==> config.mk <==
export PLATFORM = sky130hd
export DESIGN_NAME = id_stage_pipe
export DESIGN_NICKNAME = d
export VERILOG_FILES = /design/src/rtl/id_pkg.sv /design/src/rtl/id_fwd_mux.sv /design/src/rtl/id_stage_pipe.sv
export SDC_FILE = /design/constraint.sdc
export NUM_CORES = 1
export LEC_CHECK = 0
export ABC_AREA = 1
export ABC_CLOCK_PERIOD_IN_PS = 2830
export CELL_PAD_IN_SITES_DETAIL_PLACEMENT = 0
export CELL_PAD_IN_SITES_GLOBAL_PLACEMENT = 1
export CORE_MARGIN = 2
export CORE_UTILIZATION = 25
export CTS_CLUSTER_SIZE = 24
export DETAILED_ROUTE_END_ITERATION = 12
export GPL_TIMING_DRIVEN = 0
export PLACE_DENSITY = 0.75
export SETUP_SLACK_MARGIN = 0.1
export SYNTH_ARGS = -nofsm -noshare
export SYNTH_HDL_FRONTEND = slang
export SYNTH_SLANG_ARGS = --single-unit
==> constraint.sdc <==
create_clock -name clk -period 2.83 [get_ports clk]
set_clock_uncertainty 0.05 [all_clocks]
set_input_delay 0.7075 -clock clk [delete_from_list [all_inputs] [get_ports clk]]
set_output_delay 0.7075 -clock clk [all_outputs]
set_load 0.02 [all_outputs]
==> src/rtl/id_pkg.sv <==
// id_pkg: opcode constants, ALU op/sub-op encodings and the RV32I field decoder
// shared by the ID stage and its forwarding matchers.
// Encodings are chosen so that an all-zero value is a NOP in both ALU fields.
package id_pkg;

  localparam int ALUOP_W  = 3;
  localparam int ALUSEL_W = 5;

  localparam logic [6:0] OPC_LUI    = 7'b0110111;
  localparam logic [6:0] OPC_AUIPC  = 7'b0010111;
  localparam logic [6:0] OPC_JAL    = 7'b1101111;
  localparam logic [6:0] OPC_JALR   = 7'b1100111;
  localparam logic [6:0] OPC_BRANCH = 7'b1100011;
  localparam logic [6:0] OPC_LOAD   = 7'b0000011;
  localparam logic [6:0] OPC_STORE  = 7'b0100011;
  localparam logic [6:0] OPC_OPIMM  = 7'b0010011;
  localparam logic [6:0] OPC_OP     = 7'b0110011;

  // Operation class
  localparam logic [ALUOP_W-1:0] ALUOP_NOP    = 3'd0;
  localparam logic [ALUOP_W-1:0] ALUOP_ARITH  = 3'd1;
  localparam logic [ALUOP_W-1:0] ALUOP_LOGIC  = 3'd2;
  localparam logic [ALUOP_W-1:0] ALUOP_SHIFT  = 3'd3;
  localparam logic [ALUOP_W-1:0] ALUOP_BRANCH = 3'd4;
  localparam logic [ALUOP_W-1:0] ALUOP_JUMP   = 3'd5;
  localparam logic [ALUOP_W-1:0] ALUOP_LOAD   = 3'd6;
  localparam logic [ALUOP_W-1:0] ALUOP_STORE  = 3'd7;

  // Sub-operation
  localparam logic [ALUSEL_W-1:0] ALUSEL_NOP   = 5'd0;
  localparam logic [ALUSEL_W-1:0] ALUSEL_ADD   = 5'd1;
  localparam logic [ALUSEL_W-1:0] ALUSEL_SUB   = 5'd2;
  localparam logic [ALUSEL_W-1:0] ALUSEL_SLT   = 5'd3;
  localparam logic [ALUSEL_W-1:0] ALUSEL_SLTU  = 5'd4;
  localparam logic [ALUSEL_W-1:0] ALUSEL_XOR   = 5'd5;
  localparam logic [ALUSEL_W-1:0] ALUSEL_OR    = 5'd6;
  localparam logic [ALUSEL_W-1:0] ALUSEL_AND   = 5'd7;
  localparam logic [ALUSEL_W-1:0] ALUSEL_SLL   = 5'd8;
  localparam logic [ALUSEL_W-1:0] ALUSEL_SRL   = 5'd9;
  localparam logic [ALUSEL_W-1:0] ALUSEL_SRA   = 5'd10;
  localparam logic [ALUSEL_W-1:0] ALUSEL_LUI   = 5'd11;
  localparam logic [ALUSEL_W-1:0] ALUSEL_AUIPC = 5'd12;
  localparam logic [ALUSEL_W-1:0] ALUSEL_JAL   = 5'd13;
  localparam logic [ALUSEL_W-1:0] ALUSEL_JALR  = 5'd14;
  localparam logic [ALUSEL_W-1:0] ALUSEL_BEQ   = 5'd15;
  localparam logic [ALUSEL_W-1:0] ALUSEL_BNE   = 5'd16;
  localparam logic [ALUSEL_W-1:0] ALUSEL_BLT   = 5'd17;
  localparam logic [ALUSEL_W-1:0] ALUSEL_BGE   = 5'd18;
  localparam logic [ALUSEL_W-1:0] ALUSEL_BLTU  = 5'd19;
  localparam logic [ALUSEL_W-1:0] ALUSEL_BGEU  = 5'd20;
  localparam logic [ALUSEL_W-1:0] ALUSEL_LB    = 5'd21;
  localparam logic [ALUSEL_W-1:0] ALUSEL_LH    = 5'd22;
  localparam logic [ALUSEL_W-1:0] ALUSEL_LW    = 5'd23;
  localparam logic [ALUSEL_W-1:0] ALUSEL_LBU   = 5'd24;
  localparam logic [ALUSEL_W-1:0] ALUSEL_LHU   = 5'd25;
  localparam logic [ALUSEL_W-1:0] ALUSEL_SB    = 5'd26;
  localparam logic [ALUSEL_W-1:0] ALUSEL_SH    = 5'd27;
  localparam logic [ALUSEL_W-1:0] ALUSEL_SW    = 5'd28;

  typedef struct packed {
    logic [ALUOP_W-1:0]  aluop;
    logic [ALUSEL_W-1:0] alusel;
    logic [31:0]         imm;
    logic                wreg;
    logic [4:0]          wd;
    logic                uses_rs1;
    logic                uses_rs2;
    logic                illegal;
  } dec_t;

  function automatic dec_t decode(input logic [31:0] inst);
    dec_t        d;
    logic [2:0]  f3;
    logic [31:0] imm_i, imm_s, imm_b, imm_u, imm_j;
    f3    = inst[14:12];
    imm_i = {{20{inst[31]}}, inst[31:20]};
    imm_s = {{20{inst[31]}}, inst[31:25], inst[11:7]};
    imm_b = {{19{inst[31]}}, inst[31], inst[7], inst[30:25], inst[11:8], 1'b0};
    imm_u = {inst[31:12], 12'b0};
    imm_j = {{11{inst[31]}}, inst[31], inst[19:12], inst[20], inst[30:21], 1'b0};
    d     = '0;
    d.wd  = inst[11:7];
    case (inst[6:0])
      OPC_LUI:   begin d.aluop = ALUOP_ARITH; d.alusel = ALUSEL_LUI;   d.imm = imm_u; d.wreg = 1'b1; end
      OPC_AUIPC: begin d.aluop = ALUOP_ARITH; d.alusel = ALUSEL_AUIPC; d.imm = imm_u; d.wreg = 1'b1; end
      OPC_JAL:   begin d.aluop = ALUOP_JUMP;  d.alusel = ALUSEL_JAL;   d.imm = imm_j; d.wreg = 1'b1; end
      OPC_JALR: begin
        d.aluop = ALUOP_JUMP; d.alusel = ALUSEL_JALR; d.imm = imm_i;
        d.wreg = 1'b1; d.uses_rs1 = 1'b1;
      end
      OPC_BRANCH: begin
        d.aluop = ALUOP_BRANCH; d.imm = imm_b; d.uses_rs1 = 1'b1; d.uses_rs2 = 1'b1;
        case (f3)
          3'b000:  d.alusel = ALUSEL_BEQ;
          3'b001:  d.alusel = ALUSEL_BNE;
          3'b100:  d.alusel = ALUSEL_BLT;
          3'b101:  d.alusel = ALUSEL_BGE;
          3'b110:  d.alusel = ALUSEL_BLTU;
          3'b111:  d.alusel = ALUSEL_BGEU;
          default: d.illegal = 1'b1;
        endcase
      end
      OPC_LOAD: begin
        d.aluop = ALUOP_LOAD; d.imm = imm_i; d.uses_rs1 = 1'b1; d.wreg = 1'b1;
        case (f3)
          3'b000:  d.alusel = ALUSEL_LB;
          3'b001:  d.alusel = ALUSEL_LH;
          3'b010:  d.alusel = ALUSEL_LW;
          3'b100:  d.alusel = ALUSEL_LBU;
          3'b101:  d.alusel = ALUSEL_LHU;
          default: d.illegal = 1'b1;
        endcase
      end
      OPC_STORE: begin
        d.aluop = ALUOP_STORE; d.imm = imm_s; d.uses_rs1 = 1'b1; d.uses_rs2 = 1'b1;
        case (f3)
          3'b000:  d.alusel = ALUSEL_SB;
          3'b001:  d.alusel = ALUSEL_SH;
          3'b010:  d.alusel = ALUSEL_SW;
          default: d.illegal = 1'b1;
        endcase
      end
      OPC_OPIMM, OPC_OP: begin
        d.uses_rs1 = 1'b1; d.wreg = 1'b1;
        d.uses_rs2 = (inst[6:0] == OPC_OP);
        d.imm      = (inst[6:0] == OPC_OP) ? 32'd0 : imm_i;
        case (f3)
          3'b000: begin
            d.aluop  = ALUOP_ARITH;
            // inst[30] only means SUB on register-register ops; ADDI ignores it
            d.alusel = (d.uses_rs2 && inst[30]) ? ALUSEL_SUB : ALUSEL_ADD;
          end
          3'b001:  begin d.aluop = ALUOP_SHIFT; d.alusel = ALUSEL_SLL;  end
          3'b010:  begin d.aluop = ALUOP_ARITH; d.alusel = ALUSEL_SLT;  end
          3'b011:  begin d.aluop = ALUOP_ARITH; d.alusel = ALUSEL_SLTU; end
          3'b100:  begin d.aluop = ALUOP_LOGIC; d.alusel = ALUSEL_XOR;  end
          3'b101:  begin d.aluop = ALUOP_SHIFT; d.alusel = inst[30] ? ALUSEL_SRA : ALUSEL_SRL; end
          3'b110:  begin d.aluop = ALUOP_LOGIC; d.alusel = ALUSEL_OR;   end
          default: begin d.aluop = ALUOP_LOGIC; d.alusel = ALUSEL_AND;  end
        endcase
      end
      default: d.illegal = 1'b1;
    endcase
    // Illegal instructions travel as a NOP that only carries the flag
    if (d.illegal) begin
      d         = '0;
      d.illegal = 1'b1;
    end
    if (d.wd == 5'd0) d.wreg = 1'b0;
    return d;
  endfunction

endpackage

==> src/rtl/id_fwd_mux.sv <==
// id_fwd_mux: priority match of one operand address against NUM_FWD in-flight producers.
// Latency: combinational. Backpressure: none; not_rdy tells the stage to stall.
// Ports: addr/rf_data (operand + regfile value), fwd_* (flattened producer vectors,
// index 0 youngest), data (resolved operand), not_rdy (matched producer has no data yet).
module id_fwd_mux #(
  parameter int XLEN    = 32,
  parameter int RADDR_W = 5,
  parameter int NUM_FWD = 2
) (
  input  logic [RADDR_W-1:0]         addr,
  input  logic [XLEN-1:0]            rf_data,
  input  logic [NUM_FWD-1:0]         fwd_wreg,
  input  logic [NUM_FWD*RADDR_W-1:0] fwd_wd,
  input  logic [NUM_FWD-1:0]         fwd_rdy,
  input  logic [NUM_FWD*XLEN-1:0]    fwd_wdata,
  output logic [XLEN-1:0]            data,
  output logic                       not_rdy
);

  logic hit;

  always_comb begin
    hit     = 1'b0;
    data    = rf_data;
    not_rdy = 1'b0;
    if (addr == '0) begin
      // x0 is hardwired; a producer claiming to write it must not leak through
      data = '0;
    end else begin
      for (int k = 0; k < NUM_FWD; k++) begin
        if (!hit && fwd_wreg[k] && (fwd_wd[k*RADDR_W +: RADDR_W] == addr)) begin
          hit     = 1'b1;
          data    = fwd_wdata[k*XLEN +: XLEN];
          not_rdy = !fwd_rdy[k];
        end
      end
    end
  end

endmodule

==> src/rtl/id_stage_pipe.sv <==
// id_stage_pipe: RV32I decode with operand forwarding and an owned ID/EX register.
// Latency: 1 cycle from acceptance to out_valid_o.
// Backpressure: holds while EX stalls; drops in_ready_o on load-use hazards (bubble issued).
// Ports: IF side (in_valid_i/in_ready_o/pc_i/inst_i), regfile (rs*_addr_o/rs*_data_i),
// producers (fwd_*), EX side (out_valid_o/out_ready_i + registered fields), flush_i, stall_cnt_o.
module id_stage_pipe
  import id_pkg::*;
#(
  parameter int XLEN    = 32,
  parameter int RADDR_W = 5,
  parameter int NUM_FWD = 2,
  parameter int CNT_W   = 32
) (
  input  logic                       clk,
  input  logic                       rst,
  input  logic                       in_valid_i,
  output logic                       in_ready_o,
  input  logic [XLEN-1:0]            pc_i,
  input  logic [31:0]                inst_i,
  input  logic                       flush_i,
  output logic [RADDR_W-1:0]         rs1_addr_o,
  output logic [RADDR_W-1:0]         rs2_addr_o,
  input  logic [XLEN-1:0]            rs1_data_i,
  input  logic [XLEN-1:0]            rs2_data_i,
  input  logic [NUM_FWD-1:0]         fwd_wreg_i,
  input  logic [NUM_FWD*RADDR_W-1:0] fwd_wd_i,
  input  logic [NUM_FWD-1:0]         fwd_rdy_i,
  input  logic [NUM_FWD*XLEN-1:0]    fwd_wdata_i,
  output logic                       out_valid_o,
  input  logic                       out_ready_i,
  output logic [XLEN-1:0]            pc_o,
  output logic [XLEN-1:0]            imm_o,
  output logic [XLEN-1:0]            reg1_o,
  output logic [XLEN-1:0]            reg2_o,
  output logic [ALUOP_W-1:0]         aluop_o,
  output logic [ALUSEL_W-1:0]        alusel_o,
  output logic                       wreg_o,
  output logic [RADDR_W-1:0]         wd_o,
  output logic                       illegal_o,
  output logic [CNT_W-1:0]           stall_cnt_o
);

  dec_t            dec;
  logic [XLEN-1:0] op1_data, op2_data;
  logic            op1_nr, op2_nr;
  logic            stall, adv;

  assign dec        = decode(inst_i);
  assign rs1_addr_o = RADDR_W'(inst_i[19:15]);
  assign rs2_addr_o = RADDR_W'(inst_i[24:20]);

  id_fwd_mux #(.XLEN(XLEN), .RADDR_W(RADDR_W), .NUM_FWD(NUM_FWD)) u_fwd1 (
    .addr(rs1_addr_o), .rf_data(rs1_data_i),
    .fwd_wreg(fwd_wreg_i), .fwd_wd(fwd_wd_i), .fwd_rdy(fwd_rdy_i), .fwd_wdata(fwd_wdata_i),
    .data(op1_data), .not_rdy(op1_nr)
  );

  id_fwd_mux #(.XLEN(XLEN), .RADDR_W(RADDR_W), .NUM_FWD(NUM_FWD)) u_fwd2 (
    .addr(rs2_addr_o), .rf_data(rs2_data_i),
    .fwd_wreg(fwd_wreg_i), .fwd_wd(fwd_wd_i), .fwd_rdy(fwd_rdy_i), .fwd_wdata(fwd_wdata_i),
    .data(op2_data), .not_rdy(op2_nr)
  );

  // Only operands the instruction actually reads can create a hazard
  assign stall      = in_valid_i && ((dec.uses_rs1 && op1_nr) || (dec.uses_rs2 && op2_nr));
  assign adv        = !out_valid_o || out_ready_i;
  // During a flush the incoming instruction is always consumed (and discarded)
  assign in_ready_o = flush_i || (adv && !stall);

  always_ff @(posedge clk) begin
    if (rst) begin
      out_valid_o <= 1'b0;
      pc_o        <= '0;
      imm_o       <= '0;
      reg1_o      <= '0;
      reg2_o      <= '0;
      aluop_o     <= ALUOP_NOP;
      alusel_o    <= ALUSEL_NOP;
      wreg_o      <= 1'b0;
      wd_o        <= '0;
      illegal_o   <= 1'b0;
    end else if (flush_i) begin
      out_valid_o <= 1'b0;
    end else if (adv) begin
      if (in_valid_i && !stall) begin
        out_valid_o <= 1'b1;
        pc_o        <= pc_i;
        imm_o       <= XLEN'($signed(dec.imm));
        reg1_o      <= dec.uses_rs1 ? op1_data : '0;
        reg2_o      <= dec.uses_rs2 ? op2_data : '0;
        aluop_o     <= dec.aluop;
        alusel_o    <= dec.alusel;
        wreg_o      <= dec.wreg;
        wd_o        <= RADDR_W'(dec.wd);
        illegal_o   <= dec.illegal;
      end else begin
        // Either a hazard bubble or nothing offered by IF
        out_valid_o <= 1'b0;
      end
    end
  end

  always_ff @(posedge clk) begin
    if (rst) begin
      stall_cnt_o <= '0;
    end else if (in_valid_i && stall && !flush_i && (stall_cnt_o != '1)) begin
      stall_cnt_o <= stall_cnt_o + 1'b1;
    end
  end

endmodule

==> results.sh, run 1 <==
export IMPL_outcome="complete, but fails checks"
export IMPL_failed_checks="setup timing"
export IMPL_fmax_mhz=343.3
export IMPL_final_cells=2547
export IMPL_r2r_end="stall_cnt_o[30]"
export IMPL_hold_start="reg1_o[17]"
export IMPL_min_period_over_period_pct=102.9
export IMPL_netlist_instances=1564
export IMPL_floorplan_die_height_um=202.7
export IMPL_gp_congestion=0.9024
export IMPL_ys_types=39
export IMPL_root_buffer="clkbuf_16"
export IMPL_ys_top_cells_by_area="dfxtp_1 36%, nand2_1 17%, a21oi_1 11%"
export IMPL_irDropWorstVdd_mv=0.4136
export IMPL_path_cells="buf_8, inv_8, nand2_8, nor2_8, o21ai_4, nand3_2, nand2_4, nor2_4, nand3_4, a21oi_4, buf_6, nor2_4, buf_6"
export IMPL_vias_per_cell=4.883
export IMPL_clk_latency_ns=0.45
export IMPL_critPathTopFamily="simple AND/OR/NAND/NOR gates"
export IMPL_ios=398
export IMPL_grt_max_degree=18
export IMPL_postCtsHoldBufs=0
export IMPL_cp_buffers_inverters=4
export IMPL_synth_warnings=0
export IMPL_antenna_found_initial=4
export IMPL_firstDrtPassIters=5
export IMPL_grt_pass1_vias=12110
export IMPL_endpoint="in_ready_o"
export IMPL_multi_input_area_sq_um=5647
export IMPL_crit_cells=13
export IMPL_area_delta_synth_final_pct=58.94
export IMPL_synth_nets=1776
export IMPL_worstPathRequired_ns=2.07
export IMPL_cts_inserted_buffers=17
export IMPL_cap_violations=0
export IMPL_netlist_area_sq_um=9873
export IMPL_clkTransAtPathRegs_ns=0.07
export IMPL_hold_viol=0
export IMPL_slew_viol_final=0
export IMPL_avgSynthCellArea_sq_um=6.313
export IMPL_critPathArrivalTime_ns=2.16
export IMPL_timing_final_crit_period_ns=2.913
export IMPL_drc_errors=0
export IMPL_pre_cts_ws_ns=-1.645
export IMPL_core_area_sq_um=38830
export IMPL_dr_first_iter_drc_count=886
export IMPL_finalSetupViolations=1
export IMPL_crit_path_max_incr_delay_ns=0.19
export IMPL_rows=72
export IMPL_critPathLaunchType="input pin"
export IMPL_gr_usage_all_layers_pct=23.36
export IMPL_rsz0062_at_grt="true"
export IMPL_fin_ws_ns=-0.08280
export IMPL_fp_dieW_um=202.7
export IMPL_finalSetupTns_ns=-0.08280
export IMPL_yosys_register_bits=176
export IMPL_seqCellArea_sq_um=3523
export IMPL_port_buffers=394
export IMPL_clkSinkCount=176
export IMPL_p_leak_nw=5.890
export IMPL_nets=2224
export IMPL_yosysTopAreaCellShare_pct=35.69
export IMPL_nFillCells=4112
export IMPL_crit_fanout=5
export IMPL_crit_start="inst_i[3]"
export IMPL_antenna_left=0
export IMPL_drive_gt1_share_pct=11.75
export IMPL_tightestPinTransition_ns=0.9029
export IMPL_num_vias=12440
export IMPL_crit_slowest_cell="nor2_8"
export IMPL_critical_path_class="in -> out"
export IMPL_start_util_pct=25.43
export IMPL_p_per_area_nw_per_um2=390.9
export IMPL_totalWireLength_um=49000
export IMPL_clockBufferDepth=2
export IMPL_cts_tree="done"
export IMPL_cts_htree_levels=4
export IMPL_wl_per_cell_um=19.24
export IMPL_die_area_sq_um=41100
export IMPL_ff2ff_setup_slack_ns=0.44
export IMPL_hold_path_class="reg -> reg"
export IMPL_place_hpwl_um=38790
export IMPL_r2r_cells=11
export IMPL_place_inst=2476
export IMPL_relSlewSlack_pct=39.80
export IMPL_ys_seq_area_share_pct=35.69
export IMPL_r2r_start="stall_cnt_o[24]"
export IMPL_grt_pass1_wl_um=72950
export IMPL_hold_ws_ns=0.4152
export IMPL_synth_area_leader_cell="dfxtp_1"
export IMPL_overflow=0
export IMPL_crit_path_end_kind="primary output"
==> logic make-up after synthesis <==
logic type | Yosys count | share of synthesized area (%)
flops | 176 | 35.69
simple gates | 735 | 31.16
fa+ha+maj | 1 | 0.1267
compound gates | 424 | 22.73
buf+inv | 228 | 10.29
==> synth_stat cells (all sizes together) <==
library cell and instances:
a211oi 3, a21oi 217, a31oi 3, a41oi 1, buf 46, clkbuf 57
clkinv 3, dfxtp 176, ha 1, inv 122, nand2 449, nand3 86
nand4 26, nor2 158, nor3 13, nor4 3, o2111ai 1, o211a 2
o211ai 4, o21a 12, o21ai 163, o21bai 14, o22ai 2, o31ai 2
==> placed cells by master (no fill, tap or decap), types with 17 or more instances in the layout <==
cell type          n
dfxtp_1          176
inv_1            101
nand3_1           72
a21oi_1          212
buf_4             71
clkbuf_16         17
nand2_1          431
nand4_1           26
clkdlybuf4s50_1  363
nor2_1           132
o21ai_0          157
clkbuf_1          48
==> state kept, by name, summed over array words and instances (netlist names), 3 cells and up <==
register and flops:
imm_o 32, pc_o 32, reg1_o 32, reg2_o 32, stall_cnt_o 32, alusel_o 5
wd_o 5, aluop_o 3
==> final cells by class <==
class                      instances  area share (%)
multi-input combinational       1161           35.98
timing repair buffer             428           26.72
antenna                            4         0.06379
inverter                         125           3.237
tap                              518           4.130
buffer                           103           3.668
clock buffer                      18           2.799
clock inverter                    14          0.9488
sequential                       176           22.45
==> power breakdown <==
part           internal [mW]  switching, mW  leakage (nW)
combinational          0.525          0.614          4.18
clock                   1.27           1.18         0.286
sequential              2.52         0.0255          1.43
==> stage by stage <==
step | area [sq um] | util (%) | total power, mW
after detailed placement | 14500 | 37.34 | 3.677
after CTS | 15530 | 40.00 | 6.162
after global placement | 14500 | 37.34 | 3.678
after floorplan | 9906 | - | 3.041
final | 15690 | 40.42 | 6.134
after global routing | 15690 | 40.42 | 6.370
==> how the worst min path moves through the flow <==
stage            endpoint  depth (start not counted)
6_report       reg1_o[17]                          2
5_1_grt         imm_o[28]                          2
4_1_cts        reg1_o[17]                          2
3_5_place_dp       wreg_o                          2
3_3_place_gp     pc_o[31]                          2
2_1_floorplan   reg1_o[0]                          2
==> repair_timing <==
action / in CTS / in global routing
cloned: 1 / 0
pin swaps: 33 / 26
gates resized for setup: 214 / 55
setup buffers: 27 / 7
endpoints found under the setup margin: 186 / 47
==> worst min-delay path, stage by stage (launching register included) <==
cell and delay, ns:
dfxtp_1 0.31, nand2_1 0.06, a21oi_1 0.05
==> layer usage <==
layer	part of all wire, %	vias to the layer above	global-route usage [%]
met4	4.5	0	11.31
met5	0	-	0
met3	6.6	97	5.120
li1	-	6050	-
met2	45	497	37.24
met1	43	5793	29.87
No activity file was read; power rests on OpenSTA's default activity.
==> inputs of run 2 (changes only) <==
- PLACE_DENSITY: 0.75 -> not set
- PLACE_DENSITY_LB_ADDON: not set -> 0.1
==> run 2 against run 1 <==
Effect of this change: the run still ends with setup timing left; sequential share of layout area is 0.14 points higher; combinational power is 4% lower; die area stayed put; critical path type unchanged; largest cell class unchanged; largest power group unchanged.
==> results.sh, run 2 (same netlist as run 1, synthesis figures left out) <==
export IMPL_vias_per_cell=4.727
export IMPL_p_leak_nw=5.866
export IMPL_fmax_mhz=338.3
export IMPL_tightestPinTransition_ns=0.9456
export IMPL_dr_first_iter_drc_count=681
export IMPL_hold_path_class="reg -> reg"
export IMPL_firstDrtPassIters=5
export IMPL_crit_fanout=6
export IMPL_crit_slowest_cell="a21oi_4"
export IMPL_place_inst=2476
export IMPL_antenna_found_initial=6
export IMPL_overflow=0
export IMPL_clk_latency_ns=0.45
export IMPL_start_util_pct=25.43
export IMPL_final_common_cell="nand2_1"
export IMPL_postCtsHoldBufs=0
export IMPL_p_sw_share_pct=28.51
export IMPL_relSlewSlack_pct=36.96
export IMPL_finalSetupTns_ns=-0.1256
export IMPL_final_cells=2551
export IMPL_fin_ws_ns=-0.1256
export IMPL_critPathArrivalTime_ns=2.20
export IMPL_rsz0062_at_grt="true"
export IMPL_core_area_sq_um=38830
export IMPL_irDropWorstVdd_mv=0.4085
export IMPL_place_area_sq_um=14500
export IMPL_clkTransAtPathRegs_ns=0.07
export IMPL_wl_per_cell_um=19.15
export IMPL_rows=72
export IMPL_finalSetupViolations=1
export IMPL_port_buffers=394
export IMPL_outcome="complete, but fails checks"
export IMPL_num_vias=12060
export IMPL_ios=398
export IMPL_path_common_cell="nor2_4"
export IMPL_cts_tree="done"
export IMPL_floorplan_die_height_um=202.7
export IMPL_cts_htree_levels=4
export IMPL_critical_path_class="in -> out"
export IMPL_critPathLaunchType="input pin"
export IMPL_clkSinkCount=176
export IMPL_grt_pass1_wl_um=71890
export IMPL_pwr_share_comb_pct=18.0
export IMPL_root_buffer="clkbuf_16"
export IMPL_die_area_sq_um=41100
export IMPL_internal_power_mw=4.377
export IMPL_drive_gt1_share_pct=11.35
export IMPL_mostFrequentLayoutCells="433 x nand2_1, 363 x clkdlybuf4s50_1, 213 x a21oi_1, 176 x dfxtp_1, 159 x o21ai_0"
export IMPL_antenna_left=0
export IMPL_nets=2227
export IMPL_totalWireLength_um=48850
export IMPL_failed_checks="setup timing"
export IMPL_hold_ws_ns=0.4141
export IMPL_switching_power_mw=1.745
export IMPL_drc_errors=0
export IMPL_clkPwrFrac_pct=40.4
export IMPL_area_delta_synth_final_pct=57.95
export IMPL_grt_pass1_vias=11740
export IMPL_cts_inserted_buffers=17
export IMPL_place_hpwl_um=38160
export IMPL_slew_viol_final=0
export IMPL_p_per_area_nw_per_um2=392.6
export IMPL_min_period_over_period_pct=104.4
export IMPL_fp_dieW_um=202.7
export IMPL_fin_area_sq_um=15600
export IMPL_power_frac_seq_pct=41.6
export IMPL_crit_path_end_kind="primary output"
export IMPL_gp_congestion=0.8430
export IMPL_timing_final_crit_period_ns=2.956
export IMPL_fin_total_pwr_mw=6.123
export IMPL_cap_violations=0
export IMPL_hold_viol=0
export IMPL_worstPathRequired_ns=2.07
export IMPL_clockBufferDepth=2
export IMPL_grt_max_degree=17
export IMPL_path_cells="buf_8, inv_6, nand2_4, nor2_8, buf_6, nand3_2, nand2_2, nor2_4, nand2_4, nor2_4, nand3_4, a21oi_4, buf_8, nor2_4, buf_6"
export IMPL_crit_path_max_incr_delay_ns=0.21
export IMPL_gr_usage_all_layers_pct=23.15
==> run 2: changes by cell type in the layout (fill, tap and decap cells not counted), moves of 4 or more <==
cell      change
buf_4         +9
nor2_1        +4
inv_8         -5
clkbuf_2      -6
nor2_2        -6
==> run 2: worst max-delay path: cells and delay by family <==
family                 cells  cell delay, ns
AND/OR/NAND/NOR            9            0.80
AO/OA/AOI/OAI              1            0.21
buffers and inverters      5            0.49
==> run 2: power by group through the flow <==
stage | clock network (mW) | registers (mW) | logic, mW
CTS | 2.54 | 2.55 | 1.10
finish | 2.47 | 2.55 | 1.10
global placement | 0 | 2.60 | 1.07
global route | 2.64 | 2.55 | 1.18
detailed placement | 0 | 2.61 | 1.06
floorplan | 0 | 2.67 | 0.376
==> run 2: area by class of cell <==
class,instances,area (sq um)
Timing Repair Buffer,434,4210
Inverter,125,486.7
Fill cell,4218,23230
Sequential cell,176,3523
Tap cell,518,648.1
Antenna cell,6,15.01
Clock inverter,13,148.9
Clock buffer,18,439.2
Buffer,101,560.5
Multi-Input combinational cell,1160,5563
==> run 2: routing by layer <==
| metal | track usage (%) | vias to the layer above | wire length [um] |
|---|---|---|---|
| met5 | 0 | - | 0 |
| met4 | 7.899 | 0 | 1249 |
| met3 | 4.238 | 58 | 2548 |
| met2 | 39.35 | 385 | 23530 |
| met1 | 29.43 | 5589 | 21520 |
| li1 | - | 6026 | - |
==> run 2: stage by stage <==
stage	utilization (%)	setup WS, ns
final	40.17	-0.1256
after global routing	40.17	-0.2155
after CTS	39.95	-0.1102
after detailed placement	37.34	-1.661
after global placement	37.34	-1.683
after floorplan	-	0.06259
==> run 2: repair_timing <==
| item | CTS | global route |
|---|---|---|
| gates resized for setup | 206 | 18 |
| setup endpoints to repair | 186 | 21 |
| setup buffers | 37 | 3 |
| pin swaps | 34 | 14 |
| endpoints found under the hold margin | 0 | 0 |
==> run 2: final timing paths <==
kind / from / cells after the start / slack (ns) / to
worst max-delay path: inst_i[3] / 15 / -0.13 / in_ready_o
worst min-delay path: pc_o[8] / 2 / 0.41 / pc_o[8]
worst max register to register: stall_cnt_o[24] / 11 / 0.54 / stall_cnt_o[26]
worst min register to register: pc_o[8] / 2 / 0.41 / pc_o[8]
==> inputs of run 3 (changes only) <==
- CTS_CLUSTER_DIAMETER: not set -> 60
==> results of run 3 <==
The final DEF is identical to that of run 2; final timing and power are the same.
